===== config.mk =====
export PLATFORM = sky130hd
export DESIGN_NAME = s2_kes_sched
export DESIGN_NICKNAME = d
export VERILOG_FILES = /design/src/rtl/s2_kes_sched.sv
export SDC_FILE = /design/constraint.sdc
export NUM_CORES = 1
export LEC_CHECK = 0
export CAP_MARGIN = 5
export CORE_ASPECT_RATIO = 0.8
export CORE_MARGIN = 2
export CORE_UTILIZATION = 40
export CTS_CLUSTER_SIZE = 12
export DETAILED_ROUTE_END_ITERATION = 12
export GPL_TIMING_DRIVEN = 0
export PLACE_DENSITY = 0.69
export SKIP_LAST_GASP = 1
export SLEW_MARGIN = 20
export SYNTH_ARGS = -nofsm -noshare
export SYNTH_HDL_FRONTEND = slang
export SYNTH_SLANG_ARGS = --single-unit

===== constraint.sdc =====
create_clock -name clk -period 5.5 [get_ports clk]
set_clock_uncertainty 0.15 [all_clocks]
set_input_delay 1.1 -clock clk [delete_from_list [all_inputs] [get_ports clk]]
set_output_delay 1.1 -clock clk [all_outputs]
set_load 0.02 [all_outputs]

===== src/rtl/s2_kes_sched.sv =====
// s2_kes_sched: two-lane round-robin scheduler and 1-entry result buffer for a shared t=2 KES engine; KES_SCHED_ZERO_BYPASS_EN short-circuits all-zero syndrome sets
module s2_kes_sched #(
  parameter int WDOG_MAX = 15
) (
  input  logic        clk,
  input  logic        rst,
  input  logic        syn_vld_a,
  output logic        syn_rdy_a,
  input  logic [31:0] syn_a,
  input  logic        syn_vld_b,
  output logic        syn_rdy_b,
  input  logic [31:0] syn_b,
  output logic        kes_ena,
  output logic [31:0] kes_syn,
  input  logic        kes_done,
  input  logic [23:0] kes_lambda,
  input  logic [15:0] kes_omega,
  output logic        res_vld,
  input  logic        res_rdy,
  output logic        res_lane,
  output logic [23:0] res_lambda,
  output logic [15:0] res_omega,
  output logic        err_wdog,
  output logic        err_stray
);
  logic        bufa_vld, bufb_vld, busy, tag, rr_ptr;
  logic [31:0] bufa, bufb, sel_syn;
  logic [3:0]  wdog;
  logic        sel, can_go, issue, byp, grant, cap;
  assign syn_rdy_a = ~bufa_vld & ~rst;
  assign syn_rdy_b = ~bufb_vld & ~rst;
  assign cap       = busy & kes_done;
  assign grant     = issue | byp;
  // pick a lane, and issue only when engine idle, result slot free and no done pulse this cycle
  always_comb begin
    sel     = (bufa_vld & bufb_vld) ? rr_ptr : ~bufa_vld;
    sel_syn = sel ? bufb : bufa;
    can_go  = (bufa_vld | bufb_vld) & (~res_vld | res_rdy) & ~kes_done;
`ifdef KES_SCHED_ZERO_BYPASS_EN
    byp     = can_go & (sel_syn == 32'h0);
    issue   = can_go & ~busy & (sel_syn != 32'h0);
`else
    byp     = 1'b0;
    issue   = can_go & ~busy;
`endif
    kes_ena = issue;
    kes_syn = issue ? sel_syn : 32'h0;
  end
  // lane buffers load on handshake, free on grant; pointer favours the other lane next time
  always_ff @(posedge clk or posedge rst) begin
    if (rst) begin
      bufa_vld <= 1'b0;
      bufb_vld <= 1'b0;
      bufa     <= '0;
      bufb     <= '0;
      rr_ptr   <= 1'b0;
    end else begin
      if (syn_vld_a & syn_rdy_a) begin
        bufa_vld <= 1'b1;
        bufa     <= syn_a;
      end else if (grant & ~sel) bufa_vld <= 1'b0;
      if (syn_vld_b & syn_rdy_b) begin
        bufb_vld <= 1'b1;
        bufb     <= syn_b;
      end else if (grant & sel) bufb_vld <= 1'b0;
      if (grant) rr_ptr <= ~sel;
    end
  end
  // in-flight job tracking, watchdog and sticky error flags
  always_ff @(posedge clk or posedge rst) begin
    if (rst) begin
      busy      <= 1'b0;
      tag       <= 1'b0;
      wdog      <= '0;
      err_wdog  <= 1'b0;
      err_stray <= 1'b0;
    end else begin
      if (issue) begin
        busy <= 1'b1;
        tag  <= sel;
        wdog <= '0;
      end else if (cap) busy <= 1'b0;
      else if (busy) begin
        if (wdog == 4'(WDOG_MAX)) begin
          busy     <= 1'b0;
          err_wdog <= 1'b1;
        end else wdog <= wdog + 4'd1;
      end
      if (kes_done & ~busy) err_stray <= 1'b1;
    end
  end
  // result buffer: engine capture or bypass write, held until drained
  always_ff @(posedge clk or posedge rst) begin
    if (rst) begin
      res_vld    <= 1'b0;
      res_lane   <= 1'b0;
      res_lambda <= '0;
      res_omega  <= '0;
    end else if (cap) begin
      res_vld    <= 1'b1;
      res_lane   <= tag;
      res_lambda <= kes_lambda;
      res_omega  <= kes_omega;
    end else if (byp) begin
      res_vld    <= 1'b1;
      res_lane   <= sel;
      res_lambda <= 24'h000001;
      res_omega  <= 16'h0000;
    end else if (res_vld & res_rdy) res_vld <= 1'b0;
  end
endmodule

# == Yosys cells after proc, flatten, opt, wreduce, memory -nomap -nowiden ==
# Index checks and enable logic that the tools add are counted.
# totals
mem_bits_rw,0
latch_bits,0
memories,0
reg_bits,117
word_cells,65
romBits,0
# op_classes
n_addsub,1
n_bitwise,24
n_lt_le_gt_ge,0
n_mux,17
n_eq_ne,3
div,0
reduce_logical,6
n_mul,0
n_shift,0
# op_table
operator,n
$mux 32,2
$mux 4,4
$and 1x1->1,13
$mux 1,11
$not 1->1,9
$reduce_bool 2->1,4
$add 4x1->4 const B,1
$eq 4x4->1 const B,1
$ne 2x2->1 const B,2
$reduce_and 4->1,1
$reduce_and 3->1,1
$or 1x1->1,2

# == Depth between registers and ports, before layout ==
# Gate-level depths: netlist of run 1.
# depth
depth_word,8
mapped_depth,5
mapped_depth_nobuf,4

# == Worst setup path after synthesis of run 1 ==
# Ideal clock, no wire load.
# synth_timing
path_type,input -> output
from,in kes_done
to,out kes_syn[10]
arrival_ns,2.159
stages,5
required_time_ns,4.250
setup_slack_ns,2.091
path_cell_list,or2_1 -> or3_1 -> buf_6 -> buf_6 -> a21oi_2
# synth_between
elab_chain_cells,4
# synth_lines
item,line_no,rtl
from (decl),15,"input logic kes_done,"
$not 1->1,38,can_go = (bufa_vld | bufb_vld) & (~res_vld | res_rdy) & ~kes_done;
$and 1x1->1,38,
$and 1x1->1,44,issue = can_go & ~busy;
$mux 32,47,kes_syn = issue ? sel_syn : 32'h0;
to (decl),14,"output logic [31:0] kes_syn,"
# Every way passes these cells.

# == Final worst setup path of run 1 ==
# layout_timing
from,in kes_done
to,out kes_syn[24]
# The elaborated chain is that of the path after synthesis.

==> results.py, run 1 <==
metrics = {
    "logic_synthesis": {
        "synth-seq-cells": 117,
        "yosys_warnings": 0,
        "yosysUniqueCellTypes": 31,
        "synth_top_area_cell": "dfrtp_1",
        "yosysSeqAreaShare": 0.579,
        "yosys.area.top_type_share": 0.579,
        "synth_nets": 497,
        "netlist_area_mm2": 0.00506,
        "synth.area.top_cells": "dfrtp_1 58%, mux2_2 23%, a21oi_2 5.2%",
        "netlist_instances": 386,
        "synth.avg_cell_area_um2": 13.1,
    },
    "die": {
        "dieArea_mm2": 0.0136,
        "core-area_mm2": 0.0123,
        "die_h_um": 105,
        "rows": 36,
        "floorplan.initialDensity": 0.413,
        "die_width_um": 130,
        "ios": 189,
    },
    "critical_path": {
        "reg2reg_depth": 5,
        "worstPathRequired_ps": 4250,
        "reg2reg_slack_ps": 3560,
        "start_kind": "input port",
        "cp.arrival_ps": 3340,
        "end_kind": "output port",
        "r2r_end": "bufb[6]$_DFFE_PP0P_",
        "crit_type": "input port to output port",
        "worst-path-max-fanout": 10,
        "reg2reg_from": "bufb_vld$_DFFE_PP0P_",
    },
    "cts": {
        "path_clk_slew_ps": 50,
        "clockBufferDepth": 2,
        "cts_hold_buf": 0,
        "numCtsBuffers": 17,
        "post_cts_buffers": 0,
        "clockRootBuffer": "clkbuf_16",
        "insertion_delay_ps": 400,
        "htree_levels": 4,
        "cts_num_sinks": 117,
        "cts_tree": "yes",
        "cts_resized": 0,
    },
    "detailed_routing": {
        "drc": 0,
        "wl_per_cell_um": 16.5,
        "first_iter_violations": 139,
        "drt_wl_total_um": 12900,
        "num_vias": 3689,
        "firstDrtPassIters": 5,
        "antenna_left": 0,
        "detail_route.vias_per_cell": 4.74,
    },
    "global_routing": {
        "grt_max_degree": 81,
        "grt_usage": 0.198,
        "grt_pass1_wl_um": 20600,
        "antenna_found_initial": 1,
        "grt_pass1_vias": 3958,
        "overflow": 0,
    },
    "layout": {
        "final_common_cell": "clkdlybuf4s50_1",
        "layout-drive-gt1-share": 0.305,
        "final-instance-count-excl-fill": 778,
        "seq_area_mm2": 0.00293,
        "num_antenna_cells": 0,
        "fin_nets": 705,
        "multiInputGateArea_mm2": 0.00198,
        "syn_to_final_growth_pct": 54.0,
        "final_cell_mix": "188 x clkdlybuf4s50_1, 117 x dfrtp_1, 105 x mux2_2, 66 x nand2_1, 30 x a21oi_2",
        "fillCellCount": 966,
    },
    "min_path": {
        "worst_hold_path_type": "flop to flop",
        "worstHoldStart": "err_stray$_DFFE_PP0P_",
        "hold_depth": 1,
        "min_to": "err_stray$_DFFE_PP0P_",
    },
    "timing": {
        "finalWorstSetupSlack_ps": 913,
        "setup_viol": 0,
        "max_freq_mhz": 218,
        "hold_viol_final": 0,
        "grt_setup_unrepaired": "false",
        "slew_viol_final": 0,
        "tightestPinTransition_ps": 580,
        "period_share": 0.834,
        "min_period_ps": 4590,
        "relSlewSlack": 0.612,
        "finalSetupTns_ps": 0,
        "whs_ps": 308,
    },
    "place": {
        "dpl_worst_slack_ps": 938,
        "post-dp-hpwl_um": 9350,
        "numPortBuffers": 188,
        "dp.cells": 746,
        "gp_congestion": 0.743,
    },
    "power": {
        "vdd_drop_max_v": 0.000309,
        "p_leak_nw": 3.24,
        "p_per_area_mw_per_mm2": 577,
    },
    "job": {
        "maxCapViolations": 0,
    },
    "outcome": {
        "status": "completed",
    },
}
cells by family after synthesis:
kind of cell,count (synthesis),share of synthesized area
AOI/OAI and AO/OA,45,0.0727
adders and majority gates,1,0.00247
buffers and inverters,26,0.0302
DFF,117,0.579
muxes,107,0.240
and+or+nand+nor,90,0.0764
power breakdown:
group | internal, mW | total [mW] | switching (mW) | leakage [nW]
Combinational | 0.963 | 1.87 | 0.909 | 1.57
Sequential | 1.29 | 1.52 | 0.230 | 1.38
Clock | 0.744 | 1.11 | 0.367 | 0.293
sequential cells by signal, indices dropped and copies added, names as in the netlist:
name,cells
tag,1
busy,1
err_wdog,1
err_stray,1
bufb_vld,1
bufb,32
bufa,32
rr_ptr,1
wdog,4
res_omega,16
bufa_vld,1
res_lambda,24
res_lane,1
res_vld,1
worst max-delay path by stage:
stage               startpoint                  end  slack (ps)
CTS                   kes_done          kes_syn[17]         920
global placement           rst  bufa[1]$_DFFE_PP0P_        -600
global route          kes_done          kes_syn[27]         830
detailed placement    kes_done          kes_syn[21]         940
finish                kes_done          kes_syn[24]         910
floorplan                  rst  bufa[0]$_DFFE_PP0P_        1150
synthesized netlist by cell type:
master	n
ha_1	1
a21o_1	4
a21bo_1	1
nor2b_1	2
a211o_1	1
buf_2	10
a21boi_1	1
a21oi_1	5
a32oi_1	1
or2_1	1
clkinv_4	1
mux2_2	105
and2_1	2
nor3_1	2
clkbuf_1	7
buf_6	4
dfrtp_1	117
and4b_1	2
a21oi_2	30
nand3_1	3
buf_4	2
o211ai_1	1
nor2_1	5
inv_1	2
nor4_1	1
mux2_4	2
nand2_1	66
nand2b_1	1
o31ai_1	1
and3_1	3
or3_1	2
through the flow:
step | instance area [µm²] | util | power (mW)
final | 7790 | 0.636 | 4.50
after detailed placement | 7190 | 0.587 | 3.41
after floorplan | 5060 | - | 2.62
after global routing | 7790 | 0.636 | 4.76
after CTS | 7790 | 0.636 | 4.55
after global placement | 7160 | 0.584 | 3.35
worst max-delay path, cell delays in order:
cell	delay, ps
clkdlybuf4s50_1	520
or2_1	300
or3_1	330
buf_6	160
buf_6	150
a21oi_2	120
clkdlybuf4s50_1	640
layout make-up:
cell class                 instances  area share
clock buffer                      23      0.0613
timing repair buffer             189       0.245
inverter                           3     0.00273
buffer                            23      0.0175
tap                              171      0.0275
clock inverter                     9      0.0161
multi-input combinational        243       0.254
sequential                       117       0.376
per-layer routing:
metal	wire, µm	global-route usage
met3	1090	0.0707
met4	203	0.0791
met5	12	0
met2	6000	0.310
met1	5550	0.251
Power figures use the tool's default switching activity.
==> run 2, diff against run 1 <==
==> constraint.sdc (replaced) <==
create_clock -name clk -period 4.7 [get_ports clk]
set_clock_uncertainty 0.15 [all_clocks]
set_input_delay 0.94 -clock clk [delete_from_list [all_inputs] [get_ports clk]]
set_output_delay 0.94 -clock clk [all_outputs]
set_load 0.02 [all_outputs]
==> results of run 2 <==
Same layout as run 1 (identical final DEF). Status: completed.
Among the figures that moved: setup slack after placement 938 ps -> 458 ps; setup slack after layout 913 ps -> 433 ps; register-to-register setup slack 3560 ps -> 2760 ps; total power 4.50 mW -> 5.26 mW; worst IR drop on VDD 0.000309 V -> 0.000362 V
